**config.mk**
```make
export PLATFORM = sky130hd
export DESIGN_NAME = halflife_input_conditioner_flat
export DESIGN_NICKNAME = d
export VERILOG_FILES = /design/src/rtl/halflife_input_conditioner_if.sv /design/src/rtl/halflife_input_conditioner.sv /design/src/flat_wrapper.sv
export SDC_FILE = /design/constraint.sdc
export NUM_CORES = 1
export LEC_CHECK = 0
export BUFFER_PORTS_ARGS = -buffer_cell sky130_fd_sc_hd__buf_2
export CAP_MARGIN = 20
export CORE_ASPECT_RATIO = 0.5
export CORE_MARGIN = 5
export CORE_UTILIZATION = 50
export CTS_BUF_LIST = sky130_fd_sc_hd__clkbuf_16
export DETAILED_ROUTE_END_ITERATION = 12
export PLACE_DENSITY = 0.69
export SLEW_MARGIN = 20
export SYNTH_ARGS = -nofsm -noshare
export SYNTH_HDL_FRONTEND = slang
export SYNTH_SLANG_ARGS = --single-unit
```
**constraint.sdc**
```tcl
create_clock -name clk -period 4.2 [get_ports clk]
set_input_delay 0.21 -clock clk [delete_from_list [all_inputs] [get_ports clk]]
set_output_delay 0.21 -clock clk [all_outputs]
set_load 0.02 [all_outputs]
```
**src/rtl/halflife_input_conditioner_if.sv**
```systemverilog
// Panel-side bundle for the half-life input conditioner: raw buttons in,
// clean command strobes out, plus per-channel FSM state for observation.
//
// Handshake semantics: up, down and load are one-cycle strobes with no
// backpressure. A strobe is a command the consumer must take in the cycle it
// is high, and at most one of the three is high in any cycle. load_data is
// valid while load is high and holds its value until the next load.
//
// up_state/down_state encoding: 0 = IDLE, 1 = HOLD, 2 = REPEAT.
interface halflife_input_conditioner_if;
  logic       up_btn;
  logic       down_btn;
  logic       load_btn;
  logic [3:0] load_val;
  logic       up;
  logic       down;
  logic       load;
  logic [3:0] load_data;
  logic [1:0] up_state;
  logic [1:0] down_state;

  modport master (
    output up_btn, down_btn, load_btn, load_val,
    input  up, down, load, load_data, up_state, down_state
  );

  modport slave (
    input  up_btn, down_btn, load_btn, load_val,
    output up, down, load, load_data, up_state, down_state
  );
endinterface

```
**src/rtl/halflife_input_conditioner.sv**
```systemverilog
// Input conditioner for the half-life timer core: synchronizes and debounces
// the panel buttons, auto-repeats up/down while held, resolves up/down
// conflicts and gives load priority, so the core sees one command per cycle.
module halflife_input_conditioner #(
  parameter int DB_CYCLES   = 4,
  parameter int HOLD_CYCLES = 16,
  parameter int RATE_CYCLES = 8
) (
  input logic                        clk,
  input logic                        reset,
  halflife_input_conditioner_if.slave bus
);

  localparam int BTN_UP   = 0;
  localparam int BTN_DOWN = 1;
  localparam int BTN_LOAD = 2;

  localparam int DW   = $clog2(DB_CYCLES + 1);
  localparam int TMAX = (HOLD_CYCLES > RATE_CYCLES) ? HOLD_CYCLES : RATE_CYCLES;
  localparam int TW   = $clog2(TMAX + 1);

  typedef enum logic [1:0] {
    IDLE   = 2'd0,
    HOLD   = 2'd1,
    REPEAT = 2'd2
  } ch_state_t;

  logic [2:0]    raw;
  logic [2:0]    btn_s1;
  logic [2:0]    btn_s2;
  logic [3:0]    val_s1;
  logic [3:0]    val_s2;

  logic [2:0]    stable;
  logic [2:0]    stable_nx;
  logic [DW-1:0] db_cnt    [3];
  logic [DW-1:0] db_cnt_nx [3];

  ch_state_t     state     [2];
  ch_state_t     state_nx  [2];
  logic [TW-1:0] timer     [2];
  logic [TW-1:0] timer_nx  [2];
  logic [1:0]    strobe;
  logic          conflict;
  logic          load_rise;

  assign raw = {bus.load_btn, bus.down_btn, bus.up_btn};

  // Two-flop synchronizers for every raw panel input.
  always_ff @(posedge clk or posedge reset) begin
    if (reset) begin
      btn_s1 <= '0;
      btn_s2 <= '0;
      val_s1 <= '0;
      val_s2 <= '0;
    end else begin
      btn_s1 <= raw;
      btn_s2 <= btn_s1;
      val_s1 <= bus.load_val;
      val_s2 <= val_s1;
    end
  end

  // Debounce: stable flips once sync has disagreed for DB_CYCLES cycles.
  always_comb begin
    stable_nx = stable;
    for (int i = 0; i < 3; i++) begin
      db_cnt_nx[i] = '0;
      if (btn_s2[i] != stable[i]) begin
        if (db_cnt[i] == DW'(DB_CYCLES - 1)) begin
          stable_nx[i] = ~stable[i];
        end else begin
          db_cnt_nx[i] = db_cnt[i] + 1'b1;
        end
      end
    end
  end

  // Debounce state registers.
  always_ff @(posedge clk or posedge reset) begin
    if (reset) begin
      stable <= '0;
      for (int i = 0; i < 3; i++) begin
        db_cnt[i] <= '0;
      end
    end else begin
      stable <= stable_nx;
      for (int i = 0; i < 3; i++) begin
        db_cnt[i] <= db_cnt_nx[i];
      end
    end
  end

  // Both up and down held means neither is trusted: park both in IDLE.
  assign conflict  = stable_nx[BTN_UP] & stable_nx[BTN_DOWN];
  assign load_rise = stable_nx[BTN_LOAD] & ~stable[BTN_LOAD];

  // Up/down auto-repeat FSMs: next state, timer and strobe per channel.
  always_comb begin
    strobe = '0;
    for (int ch = 0; ch < 2; ch++) begin
      state_nx[ch] = state[ch];
      timer_nx[ch] = timer[ch];
      if (!stable_nx[ch] || conflict) begin
        state_nx[ch] = IDLE;
        timer_nx[ch] = '0;
      end else begin
        case (state[ch])
          IDLE: begin
            // Only a genuine rise starts a sequence; a button left held
            // after a conflict stays silent.
            if (!stable[ch]) begin
              strobe[ch]   = 1'b1;
              state_nx[ch] = HOLD;
              timer_nx[ch] = '0;
            end
          end
          HOLD: begin
            if (timer[ch] == TW'(HOLD_CYCLES - 1)) begin
              strobe[ch]   = 1'b1;
              state_nx[ch] = REPEAT;
              timer_nx[ch] = '0;
            end else begin
              timer_nx[ch] = timer[ch] + 1'b1;
            end
          end
          REPEAT: begin
            if (timer[ch] == TW'(RATE_CYCLES - 1)) begin
              strobe[ch]   = 1'b1;
              timer_nx[ch] = '0;
            end else begin
              timer_nx[ch] = timer[ch] + 1'b1;
            end
          end
          default: begin
            state_nx[ch] = IDLE;
            timer_nx[ch] = '0;
          end
        endcase
      end
    end
  end

  // FSM state and timer registers.
  always_ff @(posedge clk or posedge reset) begin
    if (reset) begin
      for (int ch = 0; ch < 2; ch++) begin
        state[ch] <= IDLE;
        timer[ch] <= '0;
      end
    end else begin
      for (int ch = 0; ch < 2; ch++) begin
        state[ch] <= state_nx[ch];
        timer[ch] <= timer_nx[ch];
      end
    end
  end

  // Registered outputs; load wins the cycle but FSMs keep advancing.
  always_ff @(posedge clk or posedge reset) begin
    if (reset) begin
      bus.up        <= 1'b0;
      bus.down      <= 1'b0;
      bus.load      <= 1'b0;
      bus.load_data <= '0;
    end else begin
      bus.up   <= strobe[BTN_UP]   & ~load_rise;
      bus.down <= strobe[BTN_DOWN] & ~load_rise;
      bus.load <= load_rise;
      if (load_rise) begin
        bus.load_data <= val_s2;
      end
    end
  end

  assign bus.up_state   = state[BTN_UP];
  assign bus.down_state = state[BTN_DOWN];

endmodule

```
**src/flat_wrapper.sv**
```systemverilog
// flat-port wrapper written by rule: the top's interface ports become plain ports
module halflife_input_conditioner_flat 
#(
  parameter int DB_CYCLES   = 4,
  parameter int HOLD_CYCLES = 16,
  parameter int RATE_CYCLES = 8
)
  (clk, reset, bus_up_btn, bus_down_btn, bus_load_btn, bus_load_val, bus_up, bus_down, bus_load, bus_load_data, bus_up_state, bus_down_state);
  halflife_input_conditioner_if bus_i ();
  input logic clk;
  input logic reset;
  input wire logic [$bits(bus_i.up_btn)-1:0] bus_up_btn;
  input wire logic [$bits(bus_i.down_btn)-1:0] bus_down_btn;
  input wire logic [$bits(bus_i.load_btn)-1:0] bus_load_btn;
  input wire logic [$bits(bus_i.load_val)-1:0] bus_load_val;
  output wire logic [$bits(bus_i.up)-1:0] bus_up;
  output wire logic [$bits(bus_i.down)-1:0] bus_down;
  output wire logic [$bits(bus_i.load)-1:0] bus_load;
  output wire logic [$bits(bus_i.load_data)-1:0] bus_load_data;
  output wire logic [$bits(bus_i.up_state)-1:0] bus_up_state;
  output wire logic [$bits(bus_i.down_state)-1:0] bus_down_state;
  assign bus_i.up_btn = bus_up_btn;
  assign bus_i.down_btn = bus_down_btn;
  assign bus_i.load_btn = bus_load_btn;
  assign bus_i.load_val = bus_load_val;
  assign bus_up = bus_i.up;
  assign bus_down = bus_i.down;
  assign bus_load = bus_i.load;
  assign bus_load_data = bus_i.load_data;
  assign bus_up_state = bus_i.up_state;
  assign bus_down_state = bus_i.down_state;
  halflife_input_conditioner #(.DB_CYCLES(DB_CYCLES), .HOLD_CYCLES(HOLD_CYCLES), .RATE_CYCLES(RATE_CYCLES)) u_core (.clk(clk), .reset(reset), .bus(bus_i));
endmodule
```
==> summary.md <==
| Metric | Value |
|---|---|
| Post-DP Area | 0.00234 sq mm |
| Global Route Usage Sum | between 10% and 20% |
| Post-CTS Setup Inserts | 0 |
| Fin Clk Skew | ~0.0030 ns |
| CP endpoint kind | flop |
| Maximum root-to-sink buffer count | 2 |
| Achievable Freq | 529 MHz |
| # H-tree levels | 2 |
| GP Congestion | about 0.78 |
| Maximum VDD drop | between 0.15 and 0.2 mV |
| Total of max-cap violations | 0 |
| Starting DRC count in detailed routing | 37 |
| Vias in the first global route | about 1,500 |
| Arr. time, crit path | roughly 2.1 ns |
| # hold bufs at CTS | 0 |
| Power Internal | about 0.00093 W |
| Part of the cycle the worst path needs | about 45% |
| Core Area | roughly 0.0043 sq mm |
| Worst-skew pair later-pin latency | between 0.2 and 0.3 ns |
| Drt drc | 0 |
| Hold Path Class | in -> reg |
| Post-Syn Area | 0.00218 sq mm |
| RSZ-0062 raised after global routing | no |
| Detailed placement HPWL | between 2000 and 3000 microns |
| Number of vias per cell | around 5.2 |
| Die width | ~100 microns |
| Final Util | slightly below 60% |
| Crit path required time | ~4.4 ns |
| Post-synthesis net count | 211 |
| Setup crit start kind | flop |
| Layout cells sized above 1 | around a fifth |
| Height of the chip | 56.7 microns |
| Power share of the combinational group | about a third |
| Largest net degree at the start of global routing | between 40 and 50 |
| First-pass GRT wire length | between 6000 and 7000 microns |
| Largest fanout on the critical path | 4 |
| Synth warnings | 0 |
| Pwr per Cell Area | ~560 mW/mm^2 |
| Overflow left after global routing | 0 |
| Post-Syn Instances | about 180 |
| DR pass1 iterations | 4 |
| Rows | 17 |
| Fin. max-slew vios | 0 |
| Avg Inst Size Synth | 11.9 sq um |
| I/O Pins | 20 |
| Outcome | finished clean |
| Seq/Total Area, Yosys | about 54% |
| DIE AREA | a little under 0.006 sq mm |
| Antenna Violating Nets Remaining | 0 |
| Min Tclk post-route | 1.89 ns |
| Switching share of power | about 33% |
| Seq cells post-synth | 47 |
| R2r setup slk | 2.31 ns |
| Total Neg Setup Slack | 0 ns |
| Leak | 1.19 nW |
| Area Growth Syn to Fin | 13.6% |
| Critical path type | reg -> reg |
| Post-route cell area | roughly 0.0025 sq mm |
| Worst slew pin tran | slightly below 0.8 ns |
| Post-synth EDFFs | 0 |
| Sw power | ~0.00046 W |
| Reg clk slew, reported paths | approximately 0.060 ns |
| CTS tree | yes |
| Initial antenna violation count | 0 |
| CTS sink count | 47 |
| Endpoints failing setup | 0 |
| Drt wl/cell | between 10 and 15 microns |
| Inserted Clock Buffers | 5 |
| Asr flop ratio synth | 100% |
| Final WL | 3630 microns |
| Main synth FF type | dfrtp_1 |
| Antenna fix cells | 0 |
| Yosys cell types | 48 |
| Post-CTS Resized | 0 |
| Clock power frac | around 27% |
| Sequential power share | a little over two fifths |
| CTS root buffer | clkbuf_16 |
| Net count, final | 235 |
| Vias | 1,381 |
| I/O Buffers | 19 |
| Fillers | 366 |
| Max_slew headroom | around 48% |
| Hold Fails Final Rpt | 0 |
| Starting Density | slightly above 50% |
-- cells by family (layout without fill, tap and decap cells) --
kind of cell | after synthesis | in the layout | synth area share (%)
DFF | 47 | 47 | 53.9
and+or+nand+nor | 61 | 61 | 16.4
AOI/OAI and AO/OA | 26 | 26 | 10.3
buffers and inverters | 20 | 44 | 3.50
xor gates and xnor gates | 4 | 4 | 1.61
muxes | 8 | 8 | 3.96
adders and majority gates | 18 | 18 | 10.3
-- power groups by stage --
stage | logic, W | clock network [W] | registers (W)
after floorplan | 0.000290 | 0 | 0.000631
after global placement | 0.000435 | 0 | 0.000589
after detailed placement | 0.000442 | 0 | 0.000593
after CTS | 0.000442 | 0.000384 | 0.000585
after global routing | 0.000491 | 0.000404 | 0.000597
final | 0.000439 | 0.000374 | 0.000584
-- worst paths after layout --
path,startpoint,cells past startpoint,endpoint
worst min register to register,u_core.btn_s1[2],0,u_core.btn_s2[2]
max in group asynchronous,reset,2,u_core.timer[1]
worst max-delay path,u_core.timer[5],8,u_core.timer[8]
worst min-delay path,bus_load_val[1],1,u_core.val_s1[1]
min in group asynchronous,reset,2,u_core.val_s1[2]
worst max register to register,u_core.timer[5],8,u_core.timer[8]
-- worst max-delay path, cell delays in order (launching register included) --
cell	delay, ns
dfrtp_1	0.41
ha_1	0.25
nand3_1	0.11
inv_1	0.05
ha_1	0.19
nor2b_1	0.14
a21oi_1	0.06
or4_4	0.45
o21ai_2	0.15
-- synth_stat cells (all sizes together), types with 2 or more instances --
cell    count  area (sq um)
or2         5          31.3
o21ai       8          51.3
nand3       5          25.0
mux2        5          56.3
nor2b       6          37.5
or3b        2          17.5
o31ai       2          15.0
ha         18           225
dfrtp      47          1180
and3b       2          17.5
a21oi       2          10.0
nor4        2          12.5
nor3        5          25.0
mux2i       3          30.0
nand2b      5          33.8
xnor2       3          26.3
nand2      13          48.8
nor2        4          15.0
a32o        2          20.0
inv        18          67.6
nor3b       6          45.0
-- area by class of cell --
class | count | area, sq um | area share (%)
clock buffers | 5 | 125 | 5.05
clock inverters | 2 | 13.8 | 0.555
inverters | 18 | 68.8 | 2.77
multi-input cells | 117 | 930 | 37.5
flip-flops and latches | 47 | 1180 | 47.4
well taps | 57 | 71.3 | 2.88
repair buffers | 19 | 95.1 | 3.83
-- registers in the layout, summed over array words and instances, names as in the netlist --
| name | flops |
|---|---|
| u_core.val_s2 | 4 |
| u_core.val_s1 | 4 |
| u_core.bus.load | 1 |
| u_core.bus.up | 1 |
| u_core.stable | 3 |
| u_core.bus.down_state | 2 |
| u_core.btn_s2 | 3 |
| u_core.db_cnt | 9 |
| u_core.bus.down | 1 |
| u_core.bus.up_state | 2 |
| u_core.timer | 10 |
| u_core.btn_s1 | 3 |
| u_core.bus.load_data | 4 |
-- metrics by stage --
step	cells	hold slack (ns)	total power, W	setup WS, ns
final	265	0.0317	0.00140	2.31
after global placement	258	0.319	0.00102	2.36
after CTS	265	0.0270	0.00141	2.30
after global routing	265	0.0212	0.00149	2.20
after floorplan	184	0.241	0.000921	2.43
after detailed placement	258	0.319	0.00104	2.32
-- per-layer routing --
metal	global-route usage (%)	up-vias	routed length, microns
li1	-	686	-
met1	17.1	663	1730
met2	23.1	24	1680
met3	4.09	8	142
met4	5.35	0	80
met5	0	-	0
-- placed cells by master (no fill, tap or decap), types with 2 or more instances in the layout --
master / netlist / routed
or2_2: 2 / 2
inv_1: 18 / 17
xnor2_1: 3 / 3
and3b_1: 2 / 2
ha_1: 18 / 18
a32o_1: 2 / 2
nand2b_1: 4 / 4
mux2i_1: 3 / 3
nand2_1: 13 / 13
buf_2: 1 / 19
nand3_1: 5 / 5
o21ai_2: 3 / 3
nor4_1: 2 / 2
o21ai_1: 4 / 4
mux2_2: 5 / 5
nor3b_1: 6 / 6
o31ai_1: 2 / 2
a21oi_1: 2 / 2
nor3_1: 5 / 5
clkbuf_16: 0 / 5
nor2b_1: 6 / 6
clkinv_2: 0 / 2
or2_1: 2 / 2
nor2_1: 4 / 4
dfrtp_1: 47 / 47
No activity file was read; power rests on OpenSTA's default activity.
